--- src/rtl/com_bus_arbiter_if.sv ---
// -----------------------------------------------------------------------------
// com_bus_arbiter_if
// Bundles the per-cache common-bus request/grant lines and the memory snoop
// handshake that meet at com_bus_arbiter.
//
// Parameters
//   N_PROC   number of proc (bus owner) requesters
//   N_SNOOP  number of cache snoop-response requesters
//
// Signals
//   Com_Bus_Req_proc   [N_PROC]   proc bus requests, level
//   Com_Bus_Gnt_proc   [N_PROC]   proc grants, one-hot or zero
//   Com_Bus_Req_snoop  [N_SNOOP]  cache snoop-response requests, level
//   Com_Bus_Gnt_snoop  [N_SNOOP]  cache snoop grants, one-hot or zero
//   Mem_snoop_req                 memory snoop-path request, level
//   Mem_snoop_gnt                 memory snoop grant
//   Bus_busy                      some proc currently owns the bus
//   Owner_id           [OW]       index of the current proc owner, 0 when idle
//   Arb_timeout                   one-cycle pulse on a forced release
//
// Modports
//   master  requester side (caches + memory): drives requests, reads grants
//   slave   arbiter side: reads requests, drives grants and status
// -----------------------------------------------------------------------------
interface com_bus_arbiter_if #(
  parameter int N_PROC  = 8,
  parameter int N_SNOOP = 4
);
  localparam int OW = (N_PROC > 1) ? $clog2(N_PROC) : 1;

  logic [N_PROC-1:0]  Com_Bus_Req_proc;
  logic [N_PROC-1:0]  Com_Bus_Gnt_proc;
  logic [N_SNOOP-1:0] Com_Bus_Req_snoop;
  logic [N_SNOOP-1:0] Com_Bus_Gnt_snoop;
  logic               Mem_snoop_req;
  logic               Mem_snoop_gnt;
  logic               Bus_busy;
  logic [OW-1:0]      Owner_id;
  logic               Arb_timeout;

  modport master (
    output Com_Bus_Req_proc,
    output Com_Bus_Req_snoop,
    output Mem_snoop_req,
    input  Com_Bus_Gnt_proc,
    input  Com_Bus_Gnt_snoop,
    input  Mem_snoop_gnt,
    input  Bus_busy,
    input  Owner_id,
    input  Arb_timeout
  );

  modport slave (
    input  Com_Bus_Req_proc,
    input  Com_Bus_Req_snoop,
    input  Mem_snoop_req,
    output Com_Bus_Gnt_proc,
    output Com_Bus_Gnt_snoop,
    output Mem_snoop_gnt,
    output Bus_busy,
    output Owner_id,
    output Arb_timeout
  );
endinterface

--- src/rtl/com_bus_arbiter.sv ---
// -----------------------------------------------------------------------------
// com_bus_arbiter
// Common-bus arbiter for the MESI multi-cache system.
//   * Proc channel: round-robin choice of one cache controller to own the
//     common bus for a whole BusRd/BusRdX/Invalidate transaction, followed by
//     one turnaround cycle with no owner.
//   * Snoop channel: while a proc owns the bus, grants the snoop-response path
//     to one responding cache (round-robin), or to memory when no cache asks.
//
// Ports
//   clk   clock, all state on posedge
//   rst   synchronous active-high reset
//   bus   com_bus_arbiter_if.slave: request inputs, registered grant/status
//
// Optional feature (macro ARB_TIMEOUT_EN)
//   Defined:   a hold counter forces the owner off the bus after MAX_HOLD
//              grant cycles, pulses Arb_timeout, and masks that requester
//              until its request is seen low.
//   Undefined: no counter or mask, Arb_timeout stays 0, grants are held for
//              as long as the owner requests.
// -----------------------------------------------------------------------------
module com_bus_arbiter #(
  parameter int N_PROC   = 8,
  parameter int N_SNOOP  = 4,
  parameter int MAX_HOLD = 64
) (
  input  logic              clk,
  input  logic              rst,
  com_bus_arbiter_if.slave  bus
);

  localparam int PW = (N_PROC > 1) ? $clog2(N_PROC) : 1;
  localparam int SW = (N_SNOOP > 1) ? $clog2(N_SNOOP) : 1;

  typedef enum logic [1:0] {P_IDLE, P_GRANT, P_TURN} p_state_t;
  typedef enum logic {S_IDLE, S_GRANT} s_state_t;

  p_state_t           p_state;
  s_state_t           s_state;

  logic [N_PROC-1:0]  gnt_proc;
  logic [PW-1:0]      owner_id;
  logic               bus_busy;
  logic               arb_timeout;
  logic [PW-1:0]      rr_proc_ptr;

  logic [N_SNOOP-1:0] gnt_snoop;
  logic               mem_gnt;
  logic               snoop_is_mem;
  logic [SW-1:0]      snoop_idx;
  logic [SW-1:0]      rr_snoop_ptr;

  logic [N_PROC-1:0]  arb_req;
  logic               timeout_hit;
  logic               owner_req;
  logic               snoop_pending;
  logic               snoop_held;
  logic               normal_release;
  logic               proc_leave;
  logic               snoop_allowed;
  logic [PW-1:0]      proc_pick;
  logic [SW-1:0]      snoop_pick;

  // First set bit at or above ptr, wrapping from the top index back to 0.
  function automatic logic [PW-1:0] pick_proc(input logic [N_PROC-1:0] req,
                                              input logic [PW-1:0] ptr);
    logic [PW-1:0] pick;
    logic          found;
    int            idx;
    pick  = ptr;
    found = 1'b0;
    for (int i = 0; i < N_PROC; i++) begin
      idx = int'(ptr) + i;
      if (idx >= N_PROC) idx = idx - N_PROC;
      if (!found && req[PW'(idx)]) begin
        found = 1'b1;
        pick  = PW'(idx);
      end
    end
    return pick;
  endfunction

  function automatic logic [SW-1:0] pick_snoop(input logic [N_SNOOP-1:0] req,
                                               input logic [SW-1:0] ptr);
    logic [SW-1:0] pick;
    logic          found;
    int            idx;
    pick  = ptr;
    found = 1'b0;
    for (int i = 0; i < N_SNOOP; i++) begin
      idx = int'(ptr) + i;
      if (idx >= N_SNOOP) idx = idx - N_SNOOP;
      if (!found && req[SW'(idx)]) begin
        found = 1'b1;
        pick  = SW'(idx);
      end
    end
    return pick;
  endfunction

  assign owner_req     = bus.Com_Bus_Req_proc[owner_id];
  assign snoop_pending = (|bus.Com_Bus_Req_snoop) | bus.Mem_snoop_req;
  assign snoop_held    = snoop_is_mem ? bus.Mem_snoop_req
                                      : bus.Com_Bus_Req_snoop[snoop_idx];
  assign proc_pick     = pick_proc(arb_req, rr_proc_ptr);
  assign snoop_pick    = pick_snoop(bus.Com_Bus_Req_snoop, rr_snoop_ptr);

  // The owner may only let go once no snoop transfer is running or about to
  // start; a snoop request rising in the same cycle the owner drops wins and
  // the release waits for it.
  assign normal_release = (p_state == P_GRANT) && !owner_req &&
                          (s_state == S_IDLE) && !snoop_pending;
  assign proc_leave     = normal_release | timeout_hit;

  // Snoop grants are never issued on the edge where the proc grant goes away,
  // so a snoop grant always coincides with Bus_busy.
  assign snoop_allowed  = (p_state == P_GRANT) && !proc_leave;

`ifdef ARB_TIMEOUT_EN
  localparam int HW = $clog2(MAX_HOLD + 1);

  logic [HW-1:0]     hold_cnt;
  logic [N_PROC-1:0] to_mask;

  // hold_cnt is 0 in the first grant cycle, so MAX_HOLD-1 marks the last
  // allowed one. It saturates so a long snoop transfer cannot wrap it.
  assign timeout_hit = (p_state == P_GRANT) && (s_state == S_IDLE) &&
                       owner_req && (hold_cnt >= HW'(MAX_HOLD - 1));
  assign arb_req     = bus.Com_Bus_Req_proc & ~to_mask;

  always_ff @(posedge clk) begin
    if (rst) begin
      hold_cnt <= '0;
    end else if (p_state != P_GRANT) begin
      hold_cnt <= '0;
    end else if (hold_cnt < HW'(MAX_HOLD)) begin
      hold_cnt <= hold_cnt + 1'b1;
    end
  end

  // A timed-out requester stays masked until its request is seen low once.
  always_ff @(posedge clk) begin
    if (rst) begin
      to_mask <= '0;
    end else begin
      to_mask <= (to_mask & bus.Com_Bus_Req_proc) |
                 (timeout_hit ? gnt_proc : '0);
    end
  end
`else
  assign timeout_hit = 1'b0;
  assign arb_req     = bus.Com_Bus_Req_proc;
`endif

  // Proc FSM: idle arbitration, held grant, one-cycle turnaround.
  always_ff @(posedge clk) begin
    if (rst) begin
      p_state     <= P_IDLE;
      gnt_proc    <= '0;
      owner_id    <= '0;
      bus_busy    <= 1'b0;
      arb_timeout <= 1'b0;
      rr_proc_ptr <= '0;
    end else begin
      arb_timeout <= 1'b0;
      case (p_state)
        P_IDLE: begin
          if (|arb_req) begin
            p_state  <= P_GRANT;
            gnt_proc <= N_PROC'(1) << proc_pick;
            owner_id <= proc_pick;
            bus_busy <= 1'b1;
          end
        end
        P_GRANT: begin
          if (proc_leave) begin
            p_state     <= P_TURN;
            gnt_proc    <= '0;
            owner_id    <= '0;
            bus_busy    <= 1'b0;
            arb_timeout <= timeout_hit;
            rr_proc_ptr <= (owner_id == PW'(N_PROC - 1)) ? '0 : owner_id + 1'b1;
          end
        end
        P_TURN: begin
          p_state <= P_IDLE;
        end
        default: begin
          p_state <= P_IDLE;
        end
      endcase
    end
  end

  // Snoop FSM: caches beat memory; returning to S_IDLE on release gives the
  // one dead cycle before the next snoop grant.
  always_ff @(posedge clk) begin
    if (rst) begin
      s_state      <= S_IDLE;
      gnt_snoop    <= '0;
      mem_gnt      <= 1'b0;
      snoop_is_mem <= 1'b0;
      snoop_idx    <= '0;
      rr_snoop_ptr <= '0;
    end else begin
      case (s_state)
        S_IDLE: begin
          if (snoop_allowed) begin
            if (|bus.Com_Bus_Req_snoop) begin
              s_state      <= S_GRANT;
              gnt_snoop    <= N_SNOOP'(1) << snoop_pick;
              snoop_idx    <= snoop_pick;
              snoop_is_mem <= 1'b0;
            end else if (bus.Mem_snoop_req) begin
              s_state      <= S_GRANT;
              mem_gnt      <= 1'b1;
              snoop_is_mem <= 1'b1;
            end
          end
        end
        S_GRANT: begin
          if (!snoop_held) begin
            s_state   <= S_IDLE;
            gnt_snoop <= '0;
            mem_gnt   <= 1'b0;
            if (!snoop_is_mem) begin
              rr_snoop_ptr <= (snoop_idx == SW'(N_SNOOP - 1)) ? '0 : snoop_idx + 1'b1;
            end
          end
        end
        default: begin
          s_state <= S_IDLE;
        end
      endcase
    end
  end

  assign bus.Com_Bus_Gnt_proc  = gnt_proc;
  assign bus.Com_Bus_Gnt_snoop = gnt_snoop;
  assign bus.Mem_snoop_gnt     = mem_gnt;
  assign bus.Bus_busy          = bus_busy;
  assign bus.Owner_id          = owner_id;
  assign bus.Arb_timeout       = arb_timeout;

endmodule
--- src/flat_wrapper.sv ---
// flat-port wrapper written by rule: the top's interface ports become plain ports
module com_bus_arbiter_flat 
#(
  parameter int N_PROC   = 8,
  parameter int N_SNOOP  = 4,
  parameter int MAX_HOLD = 64
)
  (clk, rst, bus_Com_Bus_Req_proc, bus_Com_Bus_Req_snoop, bus_Mem_snoop_req, bus_Com_Bus_Gnt_proc, bus_Com_Bus_Gnt_snoop, bus_Mem_snoop_gnt, bus_Bus_busy, bus_Owner_id, bus_Arb_timeout);
  com_bus_arbiter_if #(.N_PROC(N_PROC), .N_SNOOP(N_SNOOP)) bus_i ();
  input  logic clk;
  input  logic rst;
  input wire logic [$bits(bus_i.Com_Bus_Req_proc)-1:0] bus_Com_Bus_Req_proc;
  input wire logic [$bits(bus_i.Com_Bus_Req_snoop)-1:0] bus_Com_Bus_Req_snoop;
  input wire logic [$bits(bus_i.Mem_snoop_req)-1:0] bus_Mem_snoop_req;
  output wire logic [$bits(bus_i.Com_Bus_Gnt_proc)-1:0] bus_Com_Bus_Gnt_proc;
  output wire logic [$bits(bus_i.Com_Bus_Gnt_snoop)-1:0] bus_Com_Bus_Gnt_snoop;
  output wire logic [$bits(bus_i.Mem_snoop_gnt)-1:0] bus_Mem_snoop_gnt;
  output wire logic [$bits(bus_i.Bus_busy)-1:0] bus_Bus_busy;
  output wire logic [$bits(bus_i.Owner_id)-1:0] bus_Owner_id;
  output wire logic [$bits(bus_i.Arb_timeout)-1:0] bus_Arb_timeout;
  assign bus_i.Com_Bus_Req_proc = bus_Com_Bus_Req_proc;
  assign bus_i.Com_Bus_Req_snoop = bus_Com_Bus_Req_snoop;
  assign bus_i.Mem_snoop_req = bus_Mem_snoop_req;
  assign bus_Com_Bus_Gnt_proc = bus_i.Com_Bus_Gnt_proc;
  assign bus_Com_Bus_Gnt_snoop = bus_i.Com_Bus_Gnt_snoop;
  assign bus_Mem_snoop_gnt = bus_i.Mem_snoop_gnt;
  assign bus_Bus_busy = bus_i.Bus_busy;
  assign bus_Owner_id = bus_i.Owner_id;
  assign bus_Arb_timeout = bus_i.Arb_timeout;
  com_bus_arbiter #(.N_PROC(N_PROC), .N_SNOOP(N_SNOOP), .MAX_HOLD(MAX_HOLD)) u_core (.clk(clk), .rst(rst), .bus(bus_i));
endmodule
--- config.mk ---
export PLATFORM = sky130hd
export DESIGN_NAME = com_bus_arbiter_flat
export DESIGN_NICKNAME = d
export VERILOG_FILES = /design/src/rtl/com_bus_arbiter_if.sv /design/src/rtl/com_bus_arbiter.sv /design/src/flat_wrapper.sv
export SDC_FILE = /design/constraint.sdc
export NUM_CORES = 1
export LEC_CHECK = 0
export ABC_AREA = 1
export BUFFER_PORTS_ARGS = -buffer_cell sky130_fd_sc_hd__buf_2
export CAP_MARGIN = 20
export CORE_MARGIN = 2
export CORE_UTILIZATION = 35
export DETAILED_ROUTE_END_ITERATION = 6
export PLACE_DENSITY = 0.53
export SYNTH_ARGS = -nofsm -noshare
export SYNTH_HDL_FRONTEND = slang
export SYNTH_SLANG_ARGS = --single-unit
--- constraint.sdc ---
create_clock -name clk -period 2.37 [get_ports clk]
set_input_delay 0.3555 -clock clk [delete_from_list [all_inputs] [get_ports clk]]
set_output_delay 0.3555 -clock clk [all_outputs]
set_load 0.02 [all_outputs]
Word-level counts from Yosys, hierarchy flattened
Cells that the tools add are included.
{"block": "op_classes", "shift": 2, "bitwise": 4, "addsub": 24, "reduce_logical": 40, "n_lt_le_gt_ge": 26, "n_mux": 104, "eq_ne": 10}
{"cell": "two-way mux 3 bit", "count": 19}
{"cell": "two-way mux 1 bit", "count": 48}
{"cell": "< comparator 3 x 5 -> 1 bit, second input constant", "count": 8}
{"cell": ">= comparator 4 bit, second input constant", "count": 7}
{"cell": "binary-select mux 1 bit (select 3 bit)", "count": 9}
{"cell": "subtractor 3 x 1 -> 3 bit, second input constant", "count": 8}
{"cell": "two-way mux 2 bit", "count": 11}
{"cell": "adder 3 x 3 -> 4 bit, second input constant", "count": 4}
{"cell": "< comparator 2 x 4 -> 1 bit, second input constant", "count": 4}
{"cell": "two-way mux 8 bit", "count": 2}
{"cell": "one-hot mux 8 bit (2 select lines)", "count": 1}
{"cell": "AND reduction 3 bit", "count": 5}
{"cell": "logical AND 1 bit", "count": 14}
{"cell": "zero test 1 bit", "count": 13}
{"cell": "two-way mux 4 bit", "count": 3}
{"cell": "binary-select mux 1 bit (select 2 bit)", "count": 5}
{"cell": ">= comparator 3 bit, second input constant", "count": 3}
{"cell": "adder 3 x 2 -> 4 bit, second input constant", "count": 2}
{"cell": "!= test 2 bit, second input constant", "count": 4}
{"cell": "one-hot mux 4 bit (2 select lines)", "count": 1}
{"cell": "OR reduction 8 bit", "count": 1}
{"cell": "left shift 1 x 3 -> 8 bit, first input constant", "count": 1}
{"cell": "subtractor 2 x 1 -> 2 bit, second input constant", "count": 4}
{"cell": "adder 2 x 2 -> 3 bit, second input constant", "count": 2}
{"cell": "23 further kinds", "count": 31}
{"block": "totals", "in_bits": 15, "reg_bits": 28}

Longest topological paths before layout
{"block": "depth", "ltp_word": 30, "ltp_mapped": 23, "ltp_nobuf": 21}

Least setup slack after synthesis
OpenSTA, ideal clock, no wires.
{"block": "synth_timing", "path_type": "register -> register", "startpoint": "reg u_core.rr_proc_ptr[0]", "endpoint": "reg u_core.gnt_proc[0] (netlist: u_core.bus.Com_Bus_Gnt_proc[0])", "path_slack_ns": -0.095, "stages_incl_launch_ff": 21, "arrival_time_ns": 2.337, "n_path_buf": 2, "period_less_slack_ns": 2.465, "path_cell_list": "dfxtp_1 > buf_6 > inv_4 > buf_12 > ha_1 > inv_2 > nand3_1 > nand2_1 > nand2_1 > nand2_4 > nand3_4 > nor2_8 > nand3_2 > nor2_2 > nand2_2 > clkinv_2 > nand2_1 > nand3_1 > nor2_1 > nor2_1 > nor2_1"}
{"block": "synth_via", "elab_chain_len": 30, "word_cells_on_any_way": 87, "classes_between": "add/sub (15); order compare (8); shift (1); mux (49); reduce/logical (14)"}
{"item": "start, declared", "line_no": "com_bus_arbiter.sv:45", "source": "logic [PW-1:0] rr_proc_ptr;"}
{"item": "start signal, assigned", "line_no": "com_bus_arbiter.sv:182", "source": "rr_proc_ptr <= (owner_id == PW'(N_PROC - 1)) ? '0 : owner_id + 1'b1;"}
{"item": "parallel branches: the longest is 26 deep, another holds adder 3 x 1 -> 4 bit"}
{"item": "two-way mux 3 bit *", "line_no": "com_bus_arbiter.sv:75", "source": "if (!found && req[PW'(idx)]) begin"}
{"item": "left shift 1 x 3 -> 8 bit *", "line_no": "com_bus_arbiter.sv:170", "source": "gnt_proc <= N_PROC'(1) << proc_pick;"}
{"item": "two-way mux 8 bit *", "line_no": "com_bus_arbiter.sv:168", "source": "if (|arb_req) begin"}
{"item": "one-hot mux 8 bit (2 select lines) *", "line_no": "com_bus_arbiter.sv:166", "source": "case (p_state)"}
{"item": "end signal, assigned", "line_no": "com_bus_arbiter.sv:170"}
{"item": "end, declared", "line_no": "com_bus_arbiter.sv:41", "source": "logic [N_PROC-1:0] gnt_proc;"}
Every way passes the cells marked *. The select of a mux whose other input is x is not followed.
A chain may end at the register's enable or synchronous reset.

Worst setup path after layout
{"block": "layout_timing", "startpoint": "reg u_core.rr_proc_ptr[0]", "endpoint": "reg u_core.gnt_proc[4] (netlist: u_core.bus.Com_Bus_Gnt_proc[4])"}
Same word-level chain as after synthesis.

==> metrics.txt <==
first-pass GRT wire length 9.929 mm; Core Area 6314 sq um; Post-synth EDFFs 0; ys async rst share 0; clock buffer depth 2; post-synth top area share 0.2453; RSZ-0062 raised after global routing true; synth top area cells dfxtp_1, nand2_1, nand3_1; IO Port Bufs 31; clock sinks 28; latest clock arrival within the worst-skew pair 0.27 ns; post-synth top area cell dfxtp_1; Critical Path AT 2.51 ns; Vias/cell 4.925; hold slack final 0.3741 ns; cells after synthesis 367; Rows 29; Max IR drop VDD 0.3586 mV; Most used DFF post-synth dfxtp_1; CTS root buffer clkbuf_8; Die Height 84.80 microns; H-tree Lvls 1; Net Count, Synth 387; vias in the first global route 2256; total CTS buffers 3; Final Hold Viols 0; total power 1327 uW; Vias 2438; mapped cell area 2285 sq um; Yosys cell types 41; CP Class flip-flop to flip-flop; area grow syn2layout 31.05%; Slowest-stage cell, CP dfxtp_4; Post-Route WL 5.913 mm; Power Density 443.2 nW/um^2; largest net degree at the start of global routing 21; initial antenna violation count 0; outcome completed; GR Util All Layers 0.1645; Ports 33; HP Class input pin to flip-flop; Util after Layout 0.4742; CTS tree done; gr ovfl total 0; clock transition at the registers of the reported paths 0.10 ns; share of the yosys chip area belonging to registers 0.2453; fmax 436.5 MHz; Die Wd 84.80 microns; synth cell count leaders nand2_1, nand3_1, inv_1, nor2_1, dfxtp_1; Antenna Nets Post-Route 0; Synth Warn # 0; min cycle time layout 2.291 ns; Critical Path Sink Type flip-flop; placed inst area 2643 sq um; most common cell in the netlist nand2_1; Leakage 0.001429 uW; die area 7190 sq um; Critical Path Max Stage Delay 0.38 ns; nets@finish 439; reg-to-reg setup timing slack 0.08 ns; max_cap viols 0; Met2 Wirelength 3.192 mm; Post-Route Skew 0.001412 ns; required time worst endpoint 2.59 ns; Slew Limit Fails 0; ant diodes 0; Avg Inst Size Synth 6.225 sq um; layout cells sized above 1 0.3373; CP Max Fanout 6; met3 wire len 121 microns; Final GP Congestion 0.7875; 1st-iter DRT viols 41; Remaining DRCs 0; initial core utilization 0.3619; Yosys reg bits 28; post-DP HPWL 4.602 mm; drt first pass iters 4; Final period util 0.9666; DR WL/cell 11.95 microns; crit start category flip-flop; hold buffers post-CTS 0; post-route cell area 2994 sq um; top sig layer met4; # setup viols final 0; met1 WL 2.576 mm; crit-path cells inv_4 > ha_4 > nand3_2 > nand2_2 > nand2_2 > nand2_4 > nand3_4 > nor2_8 > nand3_4 > nor2_4 > nand2_4 > inv_4 > buf_12 > nand2_8 > a21oi_2 > nand3_1 > a21oi_2
==> layout by cell type, fill, tap and decap left out, types with 8 or more instances in the layout <==
cell,netlist,final
nand2_1,93,74
inv_1,39,38
nand3_1,45,37
nor2_1,37,32
buf_2,3,31
nand2_2,12,25
o21ai_0,23,23
buf_4,2,23
dfxtp_1,28,23
a21oi_1,23,20
nand2_4,6,11
nand3_2,4,8
==> power breakdown <==
part           total [uW]  leakage [uW]  switching [uW]  internal (uW)
Clock                 300     0.0000288             151            149
Combinational         488       0.00117             315            173
Sequential            540      0.000231            32.5            507
Total                1330       0.00143             498            829
==> flip-flops by register name, indices dropped and copies added, names as in the netlist <==
register and count:
u_core.bus.Mem_snoop_gnt 1, u_core.p_state 2, u_core.rr_snoop_ptr 2, u_core.bus.Owner_id 3
u_core.bus.Com_Bus_Gnt_snoop 4, u_core.bus.Com_Bus_Gnt_proc 8, u_core.snoop_is_mem 1, u_core.s_state 1
u_core.bus.Bus_busy 1, u_core.snoop_idx 2, u_core.rr_proc_ptr 3
==> layer usage <==
layer  track usage  vias up
met5             0        -
met4       0.03030        0
met3       0.01278        2
met2        0.3128       21
met1        0.2024     1128
li1              -     1287
==> logic make-up (layout without fill, tap and decap cells) <==
logic type / count (synthesis) / count (layout) / share of synthesized area
simple gates: 211 / 211 / 0.4425
other cells: 1 / 1 / 0.001641
compound gates: 60 / 60 / 0.1457
buf+inv: 55 / 106 / 0.1073
flops: 28 / 28 / 0.2453
xor+xnor: 7 / 7 / 0.03012
fa+ha+maj: 5 / 5 / 0.02738
==> critical path, delay by kind of cell (launching register included) <==
family / cells / cell delay, ns
AO/OA/AOI/OAI: 2 / 0.25
adder cells (fa/ha/maj): 1 / 0.32
buffers and inverters: 3 / 0.23
flip-flops: 1 / 0.38
AND/OR/NAND/NOR: 11 / 1.04
==> layout make-up <==
type / count / area (sq um)
clock buffers: 4 / 55.05
fillers: 697 / 3319
inverters: 46 / 182.7
multi-input cells: 284 / 1732
flip-flops and latches: 28 / 569.3
well taps: 77 / 96.34
repair buffers: 56 / 359.1
==> path summary, 6_finish.rpt <==
check | startpoint | to | depth (start not counted)
setup / recovery | u_core.rr_proc_ptr[0] | u_core.bus.Com_Bus_Gnt_proc[4] | 17
setup reg to reg | u_core.rr_proc_ptr[0] | u_core.bus.Com_Bus_Gnt_proc[4] | 17
hold reg to reg | u_core.bus.Mem_snoop_gnt | u_core.bus.Mem_snoop_gnt | 2
hold / removal | bus_Mem_snoop_req | u_core.bus.Mem_snoop_gnt | 3
==> metrics by stage <==
step	cells	setup TNS, ns	setup WS [ns]
final	495	0	0.07913
after global routing	495	-0.5284	-0.09655
after CTS	490	0	0.005630
after detailed placement	486	0	0.03010
after global placement	486	0	0.05349
after floorplan	367	0	0.06321
==> timing repair <==
item	4_1_cts	5_1_grt
endpoints found under the setup margin	0	15
gates resized for setup	0	64
buffers inserted	0	6
No activity file was read; power rests on OpenSTA's default activity.
